===== src/rtl/vga_fb_arbiter.sv =====
// Framebuffer RAM arbiter: VGA line prefetch into a ping-pong line buffer
// with strict priority, CPU req/ack access in the remaining cycles.
module vga_fb_arbiter #(
    parameter int DATA_W     = 32,
    parameter int ADDR_W     = 17,
    parameter int LINE_WORDS = 160,
    parameter int V_VISIBLE  = 480,
    parameter int V_TOTAL    = 525
) (
    input  logic              clk,
    input  logic              reset_n,
    input  logic              xmax,
    input  logic [9:0]        y,
    output logic              lb_we,
    output logic [7:0]        lb_addr,
    output logic [DATA_W-1:0] lb_data,
    output logic              lb_bank,
    output logic              fetch_overrun,
    input  logic              cpu_req,
    input  logic              cpu_we,
    input  logic [ADDR_W-1:0] cpu_addr,
    input  logic [DATA_W-1:0] cpu_wdata,
    output logic [DATA_W-1:0] cpu_rdata,
    output logic              cpu_ack,
    output logic              mem_en,
    output logic              mem_we,
    output logic [ADDR_W-1:0] mem_addr,
    output logic [DATA_W-1:0] mem_wdata,
    input  logic [DATA_W-1:0] mem_rdata
);

    typedef enum logic [1:0] {
        IDLE,
        FETCH,
        CPU_ACC,
        CPU_ACK
    } state_t;

    state_t              state_q, state_d;
    logic                pending_q, pending_d;
    logic [9:0]          pend_line_q, pend_line_d;
    logic                cur_bank_q, cur_bank_d;
    logic [7:0]          k_q, k_d;
    logic [ADDR_W-1:0]   addr_q, addr_d;
    logic                acc_we_q, acc_we_d;
    logic                ovr_q, ovr_d;
    logic                lb_we_q, lb_we_d;
    logic [7:0]          lb_addr_q, lb_addr_d;
    logic                lb_bank_q, lb_bank_d;
    logic                ack_q, ack_d;
    logic [DATA_W-1:0]   rdata_q, rdata_d;

    logic [9:0]          nl;
    logic [9:0]          line_sel;
    logic                trig;

    assign nl   = (y == 10'(V_TOTAL - 1)) ? 10'd0 : y + 10'd1;
    assign trig = xmax && (nl < 10'(V_VISIBLE));

    always_comb begin
        state_d     = state_q;
        pending_d   = pending_q;
        pend_line_d = pend_line_q;
        cur_bank_d  = cur_bank_q;
        k_d         = k_q;
        addr_d      = addr_q;
        acc_we_d    = acc_we_q;
        ovr_d       = ovr_q;
        lb_we_d     = (state_q == FETCH);
        lb_addr_d   = k_q;
        lb_bank_d   = cur_bank_q;
        ack_d       = 1'b0;
        rdata_d     = rdata_q;
        line_sel    = pend_line_q;
        mem_en      = 1'b0;
        mem_we      = 1'b0;
        mem_addr    = '0;
        mem_wdata   = '0;

        // Newest trigger always wins the pending slot
        if (trig) begin
            pend_line_d = nl;
            pending_d   = 1'b1;
            if (state_q == FETCH || pending_q) begin
                ovr_d = 1'b1;
            end
        end

        unique case (state_q)
            IDLE: begin
                if (pending_q || trig) begin
                    line_sel   = trig ? nl : pend_line_q;
                    state_d    = FETCH;
                    pending_d  = 1'b0;
                    cur_bank_d = line_sel[0];
                    k_d        = '0;
                    addr_d     = ADDR_W'(line_sel) * ADDR_W'(LINE_WORDS);
                end else if (cpu_req && !ack_q) begin
                    state_d = CPU_ACC;
                end
            end
            FETCH: begin
                mem_en   = 1'b1;
                mem_addr = addr_q;
                k_d      = k_q + 8'd1;
                addr_d   = addr_q + ADDR_W'(1);
                if (k_q == 8'(LINE_WORDS - 1)) begin
                    state_d = IDLE;
                end
            end
            CPU_ACC: begin
                mem_en    = 1'b1;
                mem_we    = cpu_we;
                mem_addr  = cpu_addr;
                mem_wdata = cpu_wdata;
                acc_we_d  = cpu_we;
                state_d   = CPU_ACK;
            end
            CPU_ACK: begin
                if (!acc_we_q) begin
                    rdata_d = mem_rdata;
                end
                ack_d   = 1'b1;
                state_d = IDLE;
            end
            default: state_d = IDLE;
        endcase
    end

    always_ff @(posedge clk) begin
        if (!reset_n) begin
            state_q     <= IDLE;
            pending_q   <= 1'b0;
            pend_line_q <= '0;
            cur_bank_q  <= 1'b0;
            k_q         <= '0;
            addr_q      <= '0;
            acc_we_q    <= 1'b0;
            ovr_q       <= 1'b0;
            lb_we_q     <= 1'b0;
            lb_addr_q   <= '0;
            lb_bank_q   <= 1'b0;
            ack_q       <= 1'b0;
            rdata_q     <= '0;
        end else begin
            state_q     <= state_d;
            pending_q   <= pending_d;
            pend_line_q <= pend_line_d;
            cur_bank_q  <= cur_bank_d;
            k_q         <= k_d;
            addr_q      <= addr_d;
            acc_we_q    <= acc_we_d;
            ovr_q       <= ovr_d;
            lb_we_q     <= lb_we_d;
            lb_addr_q   <= lb_addr_d;
            lb_bank_q   <= lb_bank_d;
            ack_q       <= ack_d;
            rdata_q     <= rdata_d;
        end
    end

    // RAM data lands one cycle after the read, alongside the registered index
    assign lb_data       = lb_we_q ? mem_rdata : '0;
    assign lb_we         = lb_we_q;
    assign lb_addr       = lb_addr_q;
    assign lb_bank       = lb_bank_q;
    assign fetch_overrun = ovr_q;
    assign cpu_ack       = ack_q;
    assign cpu_rdata     = rdata_q;

endmodule


===== config.mk =====
export PLATFORM = sky130hd
export DESIGN_NAME = vga_fb_arbiter
export DESIGN_NICKNAME = d
export VERILOG_FILES = /design/src/rtl/vga_fb_arbiter.sv
export SDC_FILE = /design/constraint.sdc
export NUM_CORES = 1
export LEC_CHECK = 0
export BUFFER_PORTS_ARGS = -buffer_cell sky130_fd_sc_hd__buf_2
export CAP_MARGIN = 40
export CORE_UTILIZATION = 48
export CTS_CLUSTER_DIAMETER = 80
export DETAILED_ROUTE_END_ITERATION = 10
export PLACE_DENSITY = 0.86
export SLEW_MARGIN = 40
export SYNTH_ARGS = -nofsm -noshare
export SYNTH_HDL_FRONTEND = slang
export SYNTH_SLANG_ARGS = --single-unit

===== constraint.sdc =====
create_clock -name clk -period 5.5 [get_ports clk]
set_input_delay 0.825 -clock clk [delete_from_list [all_inputs] [get_ports clk]]
set_output_delay 0.825 -clock clk [all_outputs]
set_load 0.01 [all_outputs]

==> results of run 1 <==
==> through the flow <==
| stage | total power [mW] | hold WS, ps | std cells | instance area (um^2) |
|---|---|---|---|---|
| floorplan | 1.54 | 431 | 632 | 4990 |
| global placement | 1.83 | 439 | 951 | 6120 |
| detailed placement | 1.85 | 443 | 951 | 6120 |
| CTS | 2.32 | 457 | 967 | 6330 |
| global route | 2.50 | 478 | 968 | 6350 |
| finish | 2.34 | 456 | 968 | 6350 |
==> power by group through the flow <==
stage               clock (mW)  combinational (mW)  sequential (mW)
floorplan                    0               0.792            0.752
global placement             0                1.07            0.764
detailed placement           0                1.08            0.766
CTS                      0.485                1.09            0.752
global route             0.518                1.22            0.767
finish                   0.483                1.11            0.754
==> sequential cells by signal (all words and copies together), names as in the netlist <==
| register | flops |
|---|---|
| pending_q | 1 |
| state_q | 2 |
| pend_line_q | 10 |
| lb_we | 1 |
| cpu_ack | 1 |
| lb_addr | 8 |
| cur_bank_q | 1 |
| fetch_overrun | 1 |
| cpu_rdata | 32 |
| acc_we_q | 1 |
| addr_q | 17 |
| k_q | 8 |
| lb_bank | 1 |
==> per-layer routing <==
layer  global-route usage [%]  vias to the layer above
met2                     44.8                      229
met1                     31.6                     2437
met3                     5.89                       28
met4                     10.6                        2
met5                        0                        -
li1                         -                     2631
==> logic make-up (layout without fill, tap and decap cells) <==
| kind of cell | count (synthesis) | after routing |
|---|---|---|
| adder cells (fa/ha/maj) | 25 | 25 |
| AND/OR/NAND/NOR | 283 | 283 |
| XOR/XNOR | 11 | 11 |
| buffers and inverters | 57 | 260 |
| multiplexers | 3 | 3 |
| flip-flops | 84 | 84 |
| AO/OA/AOI/OAI | 169 | 169 |
==> worst reg2reg max path: stages (launching register included) <==
cell,delay (ps)
dfxtp_1,310
inv_1,70
a21oi_1,40
a21oi_1,250
inv_1,80
ha_1,230
ha_1,220
fa_1,420
a21oi_1,210
o22ai_1,130
o22ai_1,220
o2111a_1,240
o21ai_0,90
a31oi_1,140
==> synthesized netlist by cell type, types with 2 or more instances <==
cell type | instances | area (um^2)
o211ai_1 | 6 | 45.0
clkbuf_1 | 30 | 113
nor2_2 | 2 | 12.5
o311ai_0 | 2 | 17.5
nor3_1 | 6 | 30.0
and2_1 | 88 | 551
nand3_1 | 16 | 80.1
and3_1 | 6 | 37.5
o31ai_1 | 16 | 120
nor4_1 | 2 | 12.5
or3_1 | 5 | 31.3
nand2_1 | 94 | 353
nor2b_1 | 20 | 125
a21o_1 | 2 | 15.0
a31oi_1 | 5 | 31.3
buf_6 | 2 | 22.5
xnor2_1 | 9 | 78.8
xor2_1 | 2 | 17.5
nor3b_1 | 2 | 15.0
a21oi_1 | 61 | 305
o21a_1 | 2 | 15.0
buf_1 | 3 | 11.3
o211a_1 | 2 | 20.0
nor2_1 | 15 | 56.3
inv_1 | 14 | 52.6
o21ai_1 | 5 | 25.0
ha_1 | 24 | 300
o41ai_1 | 2 | 17.5
o311a_1 | 2 | 20.0
nand2b_1 | 5 | 31.3
a21boi_0 | 2 | 15.0
o22ai_1 | 6 | 37.5
o32ai_1 | 2 | 17.5
mux2_2 | 2 | 22.5
a211oi_1 | 3 | 22.5
o21ai_0 | 19 | 95.1
a22oi_1 | 17 | 128
dfxtp_1 | 84 | 1680
nand4_1 | 8 | 50.1
or4_1 | 9 | 67.6
buf_2 | 6 | 30.0
==> path summary, 6_finish.rpt <==
check,endpoint
min,cpu_rdata[12]
max reg2reg,addr_q[16]
min reg2reg,cpu_rdata[12]
max,addr_q[16]
==> area by class of cell <==
cell class	instances	share of cell area [%]
Multi-Input combinational cell	491	48.1
Tap cell	133	2.62
Timing Repair Buffer	230	18.6
Sequential cell	84	26.5
Clock buffer	9	1.95
Clock inverter	7	1.44
Inverter	14	0.828
==> summary.md, run 1 <==
| Metric | Value |
|---|---|
| Status | `finished clean` |
| CTS hold repair buffers | `0` |
| Pwr Density | `roughly 370 nW/um^2` |
| HP Class | `reg2reg` |
| Post-synthesis cell type count | `65` |
| Final worst-path cycle share | `80.2%` |
| Setup tns final | `0 ps` |
| Clk_skew | `8.42 ps` |
| CP Max Fanout | `11` |
| Slew @ Worst Pin | `764 ps` |
| Deepest clock path buffer count | `2` |
| Sink Count | `84` |
| Fin. Hold Viols | `0` |
| GR Overflow Total | `0` |
| Worst vdd ir | `~210 uV` |
| Compound-gate portion of the synthesized area | `22.1%` |
| # port buffers | `approximately 220` |
| Die width | `104 um` |
| Setup violations, final | `0` |
| Syn nets | `753` |
| Wire length on met1 | `5.99 mm` |
| First-pass GRT wire length | `23.3 mm` |
| Crit path max-delay family | `compound AO/OA/AOI/OAI gates` |
| Number of global-route vias before repair | `around 4.9k` |
| Most common cell after layout, fill and taps aside | `buf_2` |
| Worst Path Buf+Inv | `2` |
| Final Util | `64.1%` |
| Clock transition at path regs | `~100 ps` |
| RSZ-0062 raised after global routing | `no` |
| Crit-path slowest cell | `o31ai_1` |
| IO Pins | `223` |
| Critical path launch point | `y[0]` |
| Multiplexer share of the synthesized area | `0.651%` |
| CORE AREA | `~10000 um^2` |
| HP Start | `cpu_rdata[12]` |
| FILL cells | `901` |
| Die area | `about 11000 um^2` |
| Sequential area share after synthesis | `33.7%` |
| Max-slew violation count | `0` |
| CTS tree | `built` |
| P_int | `1.33 mW` |
| CP arrival | `4700 ps` |
| Wire per inst | `14.8 um` |
| DR top layer | `met5` |
| Worst r2r src | `pend_line_q[0]` |
| Area occupied by multi-input gates | `3050 um^2` |
| Adder-Cell Fraction of Synth Area | `6.41%` |
| Final WS setup | `1090 ps` |
| Reg2Reg Depth | `13` |
| Clock power frac | `20.6%` |
| Clock Latency Late Sink | `360 ps` |
| WL met2 | `just under 7 mm` |
| Largest net degree at the start of global routing | `50` |
| Syn_area_per_cell | `between 7 and 8 um^2` |
| Ys flop type | `dfxtp_1` |
| # Post-CTS Setup Buffers | `0` |
| Residual DRC count | `0` |
| WL met3 | `between 1 and 1.5 mm` |
| # diodes | `0` |
| Initial antenna violation count | `1` |
| Logic pwr share | `between 40 and 50%` |
| Leak | `approximately 3 nW` |
| Area Overhead vs Synth | `27.1%` |
| Relative slew margins | `48.8%` |
| Initial Util | `roughly 50%` |
| CTS buffer count | `9` |
| Min cycle time layout | `~4400 ps` |
| Seq. cell area | `1680 um^2` |
| Die height | `104 um` |
| Root Buffer | `clkbuf_8` |
| Hold Path Stages | `2` |
| Post-Synth XOR/XNOR Area | `between 1.5 and 2%` |
| Nets | `951` |
| Gr usage total | `26.1%` |
| Commonest cells after routing, fill and taps aside | `buf_2 (222), nand2_1 (94), and2_1 (88), dfxtp_1 (83), a21oi_1 (61)` |
| Sw Share | `43.1%` |
| CP max stage delay | `roughly 510 ps` |
| NetSw | `1.01 mW` |
| Initial DRC count | `429` |
| Drt pass-1 iters | `5` |
| F_max | `0.227 GHz` |
| Layout cells sized above 1 | `31.3%` |
| Startpoint Class | `primary input` |
| #FFs+latches synth | `84` |
| Post-Synth Simple-Gate Area | `29.9%` |
| DRT Wirelength | `14.3 mm` |
| Req. time, crit path | `approximately 5800 ps` |
| Setup CP Type | `in2reg` |
| CP dominant cell by count | `ha_1` |
| Critical Path Stages | `17` |
| Vias per Instance | `about 5.5` |
| Synthesized area | `4990 um^2` |
| H-tree depth | `3` |
| Flop pwr share | `32.2%` |
| Post-CTS resize count | `0` |
| Critical-path cell list | `buf_2 -> inv_1 -> ha_1 -> nor4bb_1 -> and3_1 -> o41a_2 -> nand2_1 -> o31ai_1 -> ha_1 -> ha_1 -> fa_1 -> a21oi_1 -> o22ai_1 -> o22ai_1 -> o2111a_1 -> o21ai_0 -> a31oi_1` |
| Worst Setup End Kind | `flop` |
| Max cap viols | `0` |
| Number of nets still failing antenna checks after routing | `0` |
| Ys async rst share | `0%` |
| GP Congestion | `0.866` |
| Syn. warnings | `0` |
| # rows | `36` |
| Largest family of logic cells by synthesized area | `simple AND/OR/NAND/NOR gates` |
| R2r setup slk | `between 2000 and 3000 ps` |
| Dpl ws | `790 ps` |
| Via count | `5327` |
| Dpl hpwl | `10.8 mm` |
| Post-synth EDFFs | `0` |
| Synth Instances | `~630` |
Power figures use the tool's default switching activity.
==> run 2, diff against run 1 <==
- CORE_UTILIZATION: 48 -> 43
- PLACE_DENSITY: 0.86 -> 0.82
- clock period: 5.5 -> 4 ns (I/O delays scaled with it)
==> run 2 against run 1 <==
Core utilization shrank 4.6 points; register-to-register slack lost 1400 ps; sequential share of layout area shrank 0.95 points; combinational power grew 43%; worst setup slack lost 900 ps; die area grew 11%; sequential cell count is the same; first-iteration DRC count shrank 16%; critical path depth grew 2; global-route usage shrank 1.7 points; via count grew 1.1%; clock skew grew 0.76 ps; critical endpoint unchanged.
==> summary.md, run 2 (synthesis gave the netlist of run 1 again) <==
| Metric | Value |
|---|---|
| Placed Cells | `977 (+2.7%)` |
| RSZ-0062 raised after global routing | `no` |
| Worst Setup End Kind | `flop` |
| Pwr Density | `527 nW/um^2 (+43%)` |
| Initial antenna violation count | `0 (-1)` |
| Crit-path slowest cell | `fa_1` |
| Max cap viols | `0 (unchanged)` |
| Fin. Hold Viols | `0 (unchanged)` |
| Initial Util | `45.1% (-5.3 points)` |
| Power Total | `3.47 mW (+48%)` |
| # port buffers | `222 (unchanged)` |
| Critical-path cell list | `buf_2 -> inv_1 -> ha_1 -> nor4bb_1 -> and3_1 -> o41ai_1 -> buf_4 -> nor2_2 -> a21oi_1 -> inv_1 -> ha_1 -> ha_1 -> fa_1 -> a21oi_1 -> o22ai_1 -> o22ai_2 -> o2111a_1 -> o21ai_0 -> a31oi_1` |
| DRT Wirelength | `14.8 mm (+3.4%)` |
| Largest net degree at the start of global routing | `40 (-20%)` |
| Die area | `12100 um^2 (+11%)` |
| Max-slew violation count | `0 (unchanged)` |
| Sink Count | `84 (unchanged)` |
| First-pass GRT wire length | `22.6 mm (-2.8%)` |
| Area Overhead vs Synth | `31.9%` |
| CP dominant cell by count | `ha_1` |
| Req. time, crit path | `4280 ps (-1510 ps)` |
| # diodes | `0 (unchanged)` |
| CP Max Fanout | `7 (-4)` |
| CP arrival | `4090 ps (-610 ps)` |
| Status | `finished clean` |
| H-tree depth | `3 (unchanged)` |
| # Post-CTS Setup Buffers | `0 (unchanged)` |
| Setup CP Type | `in2reg` |
| CTS tree | `built` |
| HP Class | `reg2reg` |
| Hold slack | `452 ps (-4.21 ps)` |
| Most common cell after layout, fill and taps aside | `buf_2` |
| Clk_skew | `9.18 ps (+0.759 ps)` |
| IO Pins | `223 (unchanged)` |
| Clock transition at path regs | `70 ps (-30 ps)` |
| Gr usage total | `24.4% (-1.7 points)` |
| Clock Latency Late Sink | `350 ps (about the same)` |
| Root Buffer | `clkbuf_16` |
| Relative slew margins | `53.2% (+4.3 points)` |
| Nets | `969 (+1.9%)` |
| R2r setup slk | `1390 ps (-1410 ps)` |
| Die width | `110 um (+5.5%)` |
| Initial DRC count | `361 (-16%)` |
| Number of global-route vias before repair | `4703 (-3.4%)` |
| F_max | `0.263 GHz` |
| Wire per inst | `14.9 um (+0.82%)` |
| Final worst-path cycle share | `95.2%` |
| Die height | `110 um (+5.5%)` |
| Drt pass-1 iters | `5 (unchanged)` |
| Worst vdd ir | `278 uV (+33%)` |
| CTS buffer count | `9 (unchanged)` |
| Slew @ Worst Pin | `700 ps (-64.8 ps)` |
| Number of nets still failing antenna checks after routing | `0 (unchanged)` |
| Via count | `5387 (+1.1%)` |
| Min cycle time layout | `3810 ps` |
| Startpoint Class | `primary input` |
| Max reg flops | `32 (unchanged)` |
| CORE AREA | `11100 um^2 (+12%)` |
| Commonest cells after routing, fill and taps aside | `buf_2 (222), nand2_1 (94), and2_1 (88), dfxtp_1 (83), a21oi_1 (61)` |
| GP Congestion | `0.909 (+5.0%)` |
| Dpl hpwl | `11.2 mm (+3.8%)` |
| Residual DRC count | `0 (unchanged)` |
| GR Overflow Total | `0 (unchanged)` |
| Leak | `3.13 nW (+4.7%)` |
| # rows | `38 (+5.6%)` |
| Finished Layout Cells | `993 (+2.6%)` |
| CP max stage delay | `400 ps (-110 ps)` |
| Setup violations, final | `0 (unchanged)` |
| Deepest clock path buffer count | `2 (unchanged)` |
| Layout cells sized above 1 | `32.9% (+1.7 points)` |
| Vias per Instance | `5.42 (-1.4%)` |
## run 2: cell count changes in the layout (fill, tap and decap cells not counted), moves of 2 or more
cell / before / now
clkbuf_8: 9 / 0
buf_4: 7 / 26
clkbuf_16: 0 / 9
clkinv_4: 0 / 2
## run 2: metrics by stage
step	worst slack [ps]	cell area, um^2	setup TNS [ps]	utilization [%]
CTS	173	6570	0	59.3
detailed placement	-122	6270	-237	56.6
floorplan	26.1	4990	0	-
global placement	20.6	6270	0	56.6
finish	193	6590	0	59.5
global route	6.52	6590	0	59.5
## run 2: path summary, 6_finish.rpt
kind / from / endpoint / cells after the start
min: cpu_rdata[5] / cpu_rdata[5] / 2
min reg2reg: cpu_rdata[5] / cpu_rdata[5] / 2
max reg2reg: pend_line_q[0] / addr_q[16] / 13
max: y[1] / addr_q[16] / 19
## run 2: power breakdown
part | switching (mW) | leakage, nW | total, mW | internal [mW]
registers | 0.102 | 0.682 | 1.04 | 0.936
clock network | 0.400 | 0.149 | 0.844 | 0.444
logic | 0.952 | 2.30 | 1.59 | 0.635
total | 1.45 | 3.13 | 3.47 | 2.02
## run 2: cell type report
cell class                      instances  area [um^2]
Tap cell                              140          175
Clock buffer                            9          225
Inverter                               14         52.6
Fill cell                            1016         4490
Clock inverter                          7         76.3
Multi-Input combinational cell        491         3070
Timing Repair Buffer                  248         1310
Sequential cell                        84         1680
## run 2: timing repair
item,CTS,global route
setup endpoints to repair,0,1
hold buffers,0,0
gates resized for setup,0,1
## run 2: layer usage
layer  routed length, um  track usage, %  share of wire [%]
met1                6160            30.8                 42
met2                7280            41.5                 49
met3                1010            3.85                6.8
met4                 353            9.71                2.4
met5                   0               0                  0
## run 2: worst max-delay path: cells and delay by family
kind	cells	cell delay (ps)
AOI/OAI and AO/OA	8	1610
adders and majority gates	4	980
buffers and inverters	4	480
and+or+nand+nor	3	410
